===== src/rtl/tomasulo_pkg.sv =====
// Shared out-of-order core types: ROB tag/value widths and the common data bus record.
// Used by the writeback stage, the ROB/commit logic and the reservation stations.
package tomasulo_pkg;

    localparam int TAG_W     = 2;
    localparam int DATA_W    = 32;
    localparam int ROB_DEPTH = 1 << TAG_W;

    typedef struct packed {
        logic              valid;
        logic [TAG_W-1:0]  tag;
        logic [DATA_W-1:0] value;
    } cdb_t;

endpackage


===== src/rtl/rr_arbiter.sv =====
// Combinational round-robin arbiter: the first requester at or after i_ptr (wrapping) wins.
// Shared by the CDB writeback stage and the issue stage.
module rr_arbiter #(
    parameter  int N     = 2,
    localparam int PTR_W = (N > 1) ? $clog2(N) : 1
) (
    input  logic [N-1:0]     i_req,
    input  logic [PTR_W-1:0] i_ptr,
    output logic [N-1:0]     o_gnt,
    output logic [PTR_W-1:0] o_gnt_idx,
    output logic             o_any
);

    logic [PTR_W-1:0] w_pos;

    // NOTE: every signal driven here gets a default first, so no path leaves a latch behind.
    always_comb begin
        o_gnt     = '0;
        o_gnt_idx = '0;
        o_any     = 1'b0;
        w_pos     = '0;
        for (int k = 0; k < N; k++) begin
            w_pos = PTR_W'((int'(i_ptr) + k) % N);
            if (!o_any && i_req[w_pos]) begin
                o_any        = 1'b1;
                o_gnt[w_pos] = 1'b1;
                o_gnt_idx    = w_pos;
            end
        end
    end

endmodule


===== src/rtl/cdb_writeback.sv =====
// Result writeback: one holding buffer per functional unit, round-robin pick of one per cycle,
// and a registered common data bus that writes the ROB and wakes reservation stations.
module cdb_writeback
    import tomasulo_pkg::*;
#(
    parameter int N_FU   = 2,
    parameter int TAG_W  = tomasulo_pkg::TAG_W,
    parameter int DATA_W = tomasulo_pkg::DATA_W
) (
    input  logic                   clk,
    input  logic                   rst,
    input  logic                   flush,
    input  logic [N_FU-1:0]        fu_valid,
    output logic [N_FU-1:0]        fu_ready,
    input  logic [N_FU*TAG_W-1:0]  fu_tag,
    input  logic [N_FU*DATA_W-1:0] fu_value,
    output logic                   cdb_valid,
    output logic [TAG_W-1:0]       cdb_tag,
    output logic [DATA_W-1:0]      cdb_value,
    output logic [N_FU-1:0]        cdb_src
);

    localparam int PTR_W = (N_FU > 1) ? $clog2(N_FU) : 1;

    logic [N_FU-1:0]   r_full;
    logic [TAG_W-1:0]  r_tag   [N_FU];
    logic [DATA_W-1:0] r_value [N_FU];
    logic [PTR_W-1:0]  r_rr_ptr;
    cdb_t              r_cdb;
    logic [N_FU-1:0]   r_cdb_src;

    logic [N_FU-1:0]   w_gnt;
    logic [N_FU-1:0]   w_accept;
    logic [PTR_W-1:0]  w_gnt_idx;
    logic              w_any;
    logic              w_open;

    // Arbitration sees only registered occupancy, so fu_valid never reaches fu_ready combinationally.
    rr_arbiter #(
        .N (N_FU)
    ) u_arb (
        .i_req     (r_full),
        .i_ptr     (r_rr_ptr),
        .o_gnt     (w_gnt),
        .o_gnt_idx (w_gnt_idx),
        .o_any     (w_any)
    );

    assign w_open   = !rst && !flush;
    assign fu_ready = {N_FU{w_open}} & (~r_full | w_gnt);
    assign w_accept = fu_valid & fu_ready;

    // NOTE: sequential state uses non-blocking assignments so every register samples pre-edge values.
    always_ff @(posedge clk) begin
        if (rst) begin
            r_full    <= '0;
            r_rr_ptr  <= '0;
            r_cdb     <= '0;
            r_cdb_src <= '0;
        end else if (flush) begin
            r_full      <= '0;
            r_cdb.valid <= 1'b0;
        end else begin
            r_full <= (r_full & ~w_gnt) | w_accept;
            if (w_any) begin
                r_cdb.valid <= 1'b1;
                r_cdb.tag   <= r_tag[w_gnt_idx];
                r_cdb.value <= r_value[w_gnt_idx];
                r_cdb_src   <= w_gnt;
                r_rr_ptr    <= (w_gnt_idx == PTR_W'(N_FU - 1)) ? '0 : w_gnt_idx + PTR_W'(1);
            end else begin
                r_cdb.valid <= 1'b0;
            end
        end
    end

    // NOTE: payload storage is not reset; r_full alone says whether an entry holds a result.
    always_ff @(posedge clk) begin
        for (int i = 0; i < N_FU; i++) begin
            if (w_accept[i]) begin
                r_tag[i]   <= fu_tag[i*TAG_W +: TAG_W];
                r_value[i] <= fu_value[i*DATA_W +: DATA_W];
            end
        end
    end

    assign cdb_valid = r_cdb.valid;
    assign cdb_tag   = r_cdb.tag;
    assign cdb_value = r_cdb.value;
    assign cdb_src   = r_cdb_src;

endmodule


===== config.mk =====
export PLATFORM = sky130hd
export DESIGN_NAME = cdb_writeback
export DESIGN_NICKNAME = d
export VERILOG_FILES = /design/src/rtl/tomasulo_pkg.sv /design/src/rtl/rr_arbiter.sv /design/src/rtl/cdb_writeback.sv
export SDC_FILE = /design/constraint.sdc
export NUM_CORES = 1
export LEC_CHECK = 0
export BUFFER_PORTS_ARGS = -buffer_cell sky130_fd_sc_hd__buf_4
export CORE_UTILIZATION = 33
export DETAILED_ROUTE_END_ITERATION = 10
export SLEW_MARGIN = 20
export SYNTH_ARGS = -nofsm -noshare
export SYNTH_HDL_FRONTEND = slang
export SYNTH_SLANG_ARGS = --single-unit

===== constraint.sdc =====
create_clock -name clk -period 2.3 [get_ports clk]
set_input_delay 0.115 -clock clk [delete_from_list [all_inputs] [get_ports clk]]
set_output_delay 0.115 -clock clk [all_outputs]
set_load 0.01 [all_outputs]

* Word level (Yosys, flattened, before mapping)
Memory sizes are Yosys's and may differ from the RTL's. A register that Yosys moved wholly into a read port is not among the register bits.
Index checks and enable logic that the tools add are counted.
** Word-level totals
- Register bits after elaboration :: 6
- Bits in writable memories :: 68
- Output and inout bits :: 39
- Memories :: 2
** Cells by class
- Add/subtract/negate cells :: 2
- Magnitude comparators :: 4
- Multiplexer cells :: 20
- Bitwise logic cells :: 9
- Reductions and logical operators :: 9
** Memories
- r_value :: words 2, bits a word 32, read ports 1, clocked after Yosys merged registers in 1, wr ports 2, line cdb_writeback.sv:27 : logic [DATA_W-1:0] r_value [N_FU];
- r_tag :: words 2, bits a word 2, read ports 1, clocked after Yosys merged registers in 1, wr ports 2, line cdb_writeback.sv:26 : logic [TAG_W-1:0] r_tag [N_FU];
** Operators with widths (number)
- 1-bit two-way mux :: 16
- 2-bit AND :: 3
- 2-bit OR :: 3
- 1-bit logical AND :: 4
- 1-bit by 2-bit < comparator with 1-bit output (second input constant) :: 2
- 2-bit two-way mux :: 2
- 2-bit inverter :: 2
- 1-bit logical NOT :: 3
- 1-bit adder (second input constant) :: 2
- 1-bit demux with 1-bit select :: 2
- 1-bit greater-or-equal comparator (second input constant) :: 2
- 2-bit AND reduction :: 1
- 2-bit OR reduction :: 1
- 1-bit inverter :: 1

* Logic depth before layout (Yosys ltp)
- Word-level depth :: 12
- Mapped depth :: 5
- Mapped depth without buffers :: 3

* Modules after synthesis
Synthesis repeated with hierarchy kept, for this count alone.
** Second synthesis, totals
- Cells, all modules :: 253
- Area, all modules :: 4119.0 um^2
** By module, submodules not included
- cdb_writeback :: times used 1, cells an instance 248, area each 4086.4 um^2
- rr_arbiter :: times used 1, cells an instance 5, area each 32.5 um^2

* Worst setup path before layout
OpenSTA, ideal clock, no wires.
- Path type :: flip-flop to flip-flop
- Start point :: register r_full[1]
- End point :: memory r_tag[0][0] (enable)
- Setup time :: 394 ps
- Arrival time :: 1918 ps
- Data required time :: 1906 ps
- Path slack :: -12 ps
- Stages on the path, launching flop included :: 6
- Buffers on the path :: 2
- Period minus slack after synthesis :: 2312 ps
- Cells stage by stage :: dfxtp_1 -> and2_1 -> buf_6 -> buf_6 -> a21boi_1 -> and2_1
** RTL lines
- start: declaration :: line cdb_writeback.sv:25 : logic [N_FU-1:0] r_full;
- start signal: assignment :: line cdb_writeback.sv:64 : r_full <= (r_full & ~w_gnt) | w_accept;
- end: declaration :: line cdb_writeback.sv:26

==> impl_metrics.ini <==
[floorplanning]
dieHeight_um = 112
die_w_um = 112
ios = 112
die_area_sq_mm = 0.0126
initial_core_util_pct = 34.5
core_area_sq_mm = 0.0116
rows = 39

[timing]
fin_setup_tns_ns = 0
fmax_mhz = 563
setup_viol = 0
finalHoldViolations = 0
worst_slew_pin_slew_ns = 0.488
final.setup.worst_slack_ns = 0.525
final-max-slew-violation-count = 0
rsz0062_at_grt = no
finalCriticalPeriod_ns = 1.78
fin_crit_sh_pct = 77.2
finalClockSkew_ns = 0.00597
slew-limit-headroom_pct = 67.5

[synth]
netlist.area_leader.share_pct = 51.0
synth.area.top_cells = edfxtp_1 (51%), dfxtp_1 (20%), nor4b_2 (10%)
syn_inst = 220
ys_ff_latch = 108
avgSynthCellArea_sq_um = 18.2
synth_cell_types = 24
synth_nets = 293
synth_warnings = 0
yosysSeqAreaShare_pct = 70.9
synth_area_leader_cell = edfxtp_1
synth_area_sq_mm = 0.00401

[place]
dp_hpwl_um = 5540
dp_worst_setup_slack_ns = 0.539
port_buffers = 111
gp_congestion = 0.752

[cts]
clk_latency_ns = 0.35
tritoncts = done
htreeDepth = 3
cts_max_path_buffers = 2
cts.sinks = 108
cts.root.buffer_cell = clkbuf_16
clkTransAtPathRegs_ns = 0.06
postCtsSetupBuffers = 0
cts_inserted_buffers = 9

[cells_and_area]
synthToLayoutAreaGrowth_pct = 49.0
fillers = 981
multi_input_area_sq_um = 971
antenna_cells = 0
drive_gt1_share_pct = 41.1
final_cell_mix = buf_4 (116), dlygate4sd3_1 (69), edfxtp_1 (68), dfxtp_1 (40), a221o_1 (34)
seq_area_sq_mm = 0.00284
layout_commonest_cell = buf_4
final_core_util_pct = 51.4
nets = 472

[route]
drc = 5
drt_pass1_iterations = 7
wl_per_cell_um = 16.9
ant_nets = 0
drtIter0Drc = 126
postRouteWirelength_um = 9260
vias_per_cell = 4.88
num_vias = 2669

[run_status]
status = complete, but fails checks
violations = design-rule violations

[hold_path]
hp-class = primary input to flop
worstHoldStart = fu_valid[1]

[global_route]
grt_pass1_vias = 2774
antenna_found_initial = 0
grt-ovfl-total = 0
grt_pass1_wl_um = 14400
track_usage_pct = 15.3
grt_start_max_net_pins = 35

[critical_path]
startpoint = flush
critPathArrivalTime_ns = 1.82
cp-end-kind = flop
path_class = primary input to flop
worstPathRequired_ns = 2.35
start_kind = primary input
r2r-start = r_rr_ptr
crit_fanout = 23

[power_and_ir_drop]
power_density_mw_per_mm2 = 733
vdd_drop_max_mv = 0.426
p_leak_nw = 2.26

[flow_run]
maxCapViolCount = 0
-- per-layer routing --
metal	up-vias	global-route usage, %	share of wire, %
met2	79	24.8	48
met3	14	4.86	5.1
li1	1261	-	-
met4	0	6.49	1.9
met5	-	0	0
met1	1315	18.8	45
-- synth_stat cells (all sizes together) --
cell     instances
nand2            1
and2             3
a21oi            3
dfxtp           40
a2bb2oi          2
o21ba            1
nand2b           2
or2              1
nor4b           34
nor2             4
nor3             4
buf             20
a221o           34
and2b            1
edfxtp          68
a21boi           2
-- final cells by class --
class | instances | share of cell area [%]
multi-input cells | 92 | 16.3
repair buffers | 188 | 27.2
clock inverters | 5 | 2.07
well taps | 143 | 3.00
flip-flops and latches | 108 | 47.6
clock buffers | 11 | 3.90
-- path summary, 6_finish.rpt --
kind | endpoint | slack, ns | cells past startpoint
worst max-delay path | r_value[1][11] | 0.52 | 6
worst min-delay path | r_full[1] | 0.03 | 3
worst max register to register | r_value[1][11] | 0.53 | 4
worst min register to register | cdb_value[5] | 0.47 | 1
-- cells by family after synthesis --
kind of cell	Yosys count	share of synthesized area, %
flip-flops	108	70.9
AND/OR/NAND/NOR	50	14.1
AO/OA/AOI/OAI	42	9.93
buffers and inverters	20	5.00
-- flip-flops by register name (all words and copies together) (netlist names) --
signal     cells
cdb_src        2
cdb_tag        2
cdb_valid      1
cdb_value     32
r_full         2
r_rr_ptr       1
r_tag          4
r_value       64
-- stage by stage --
| step | hold slack, ns | area (sq um) | total power, mW | std cells |
|---|---|---|---|---|
| finish | 0.0316 | 5970 | 4.37 | 547 |
| global route | 0.0607 | 5970 | 4.51 | 547 |
| floorplan | 0.194 | 4010 | 2.32 | 220 |
| CTS | 0.0243 | 5970 | 4.42 | 547 |
| global placement | 0.293 | 4920 | 2.48 | 462 |
| detailed placement | 0.295 | 4920 | 2.49 | 462 |
-- what timing repair did --
action,CTS,global route
hold endpoints to repair,71,0
hold buffers,69,0
resized for setup,0,0
-- critical path, stage by stage --
cell and delay (ns):
dlygate4sd3_1 0.53, buf_4 0.16, nor2_1 0.12, a21boi_0 0.23
and2_2 0.41, buf_12 0.24
-- power breakdown --
group / switching (mW) / total, mW / internal, mW
Clock: 0.666 / 1.84 / 1.17
Sequential: 0.0282 / 2.16 / 2.14
Combinational: 0.142 / 0.373 / 0.231
(Power assumes the default switching activity.)
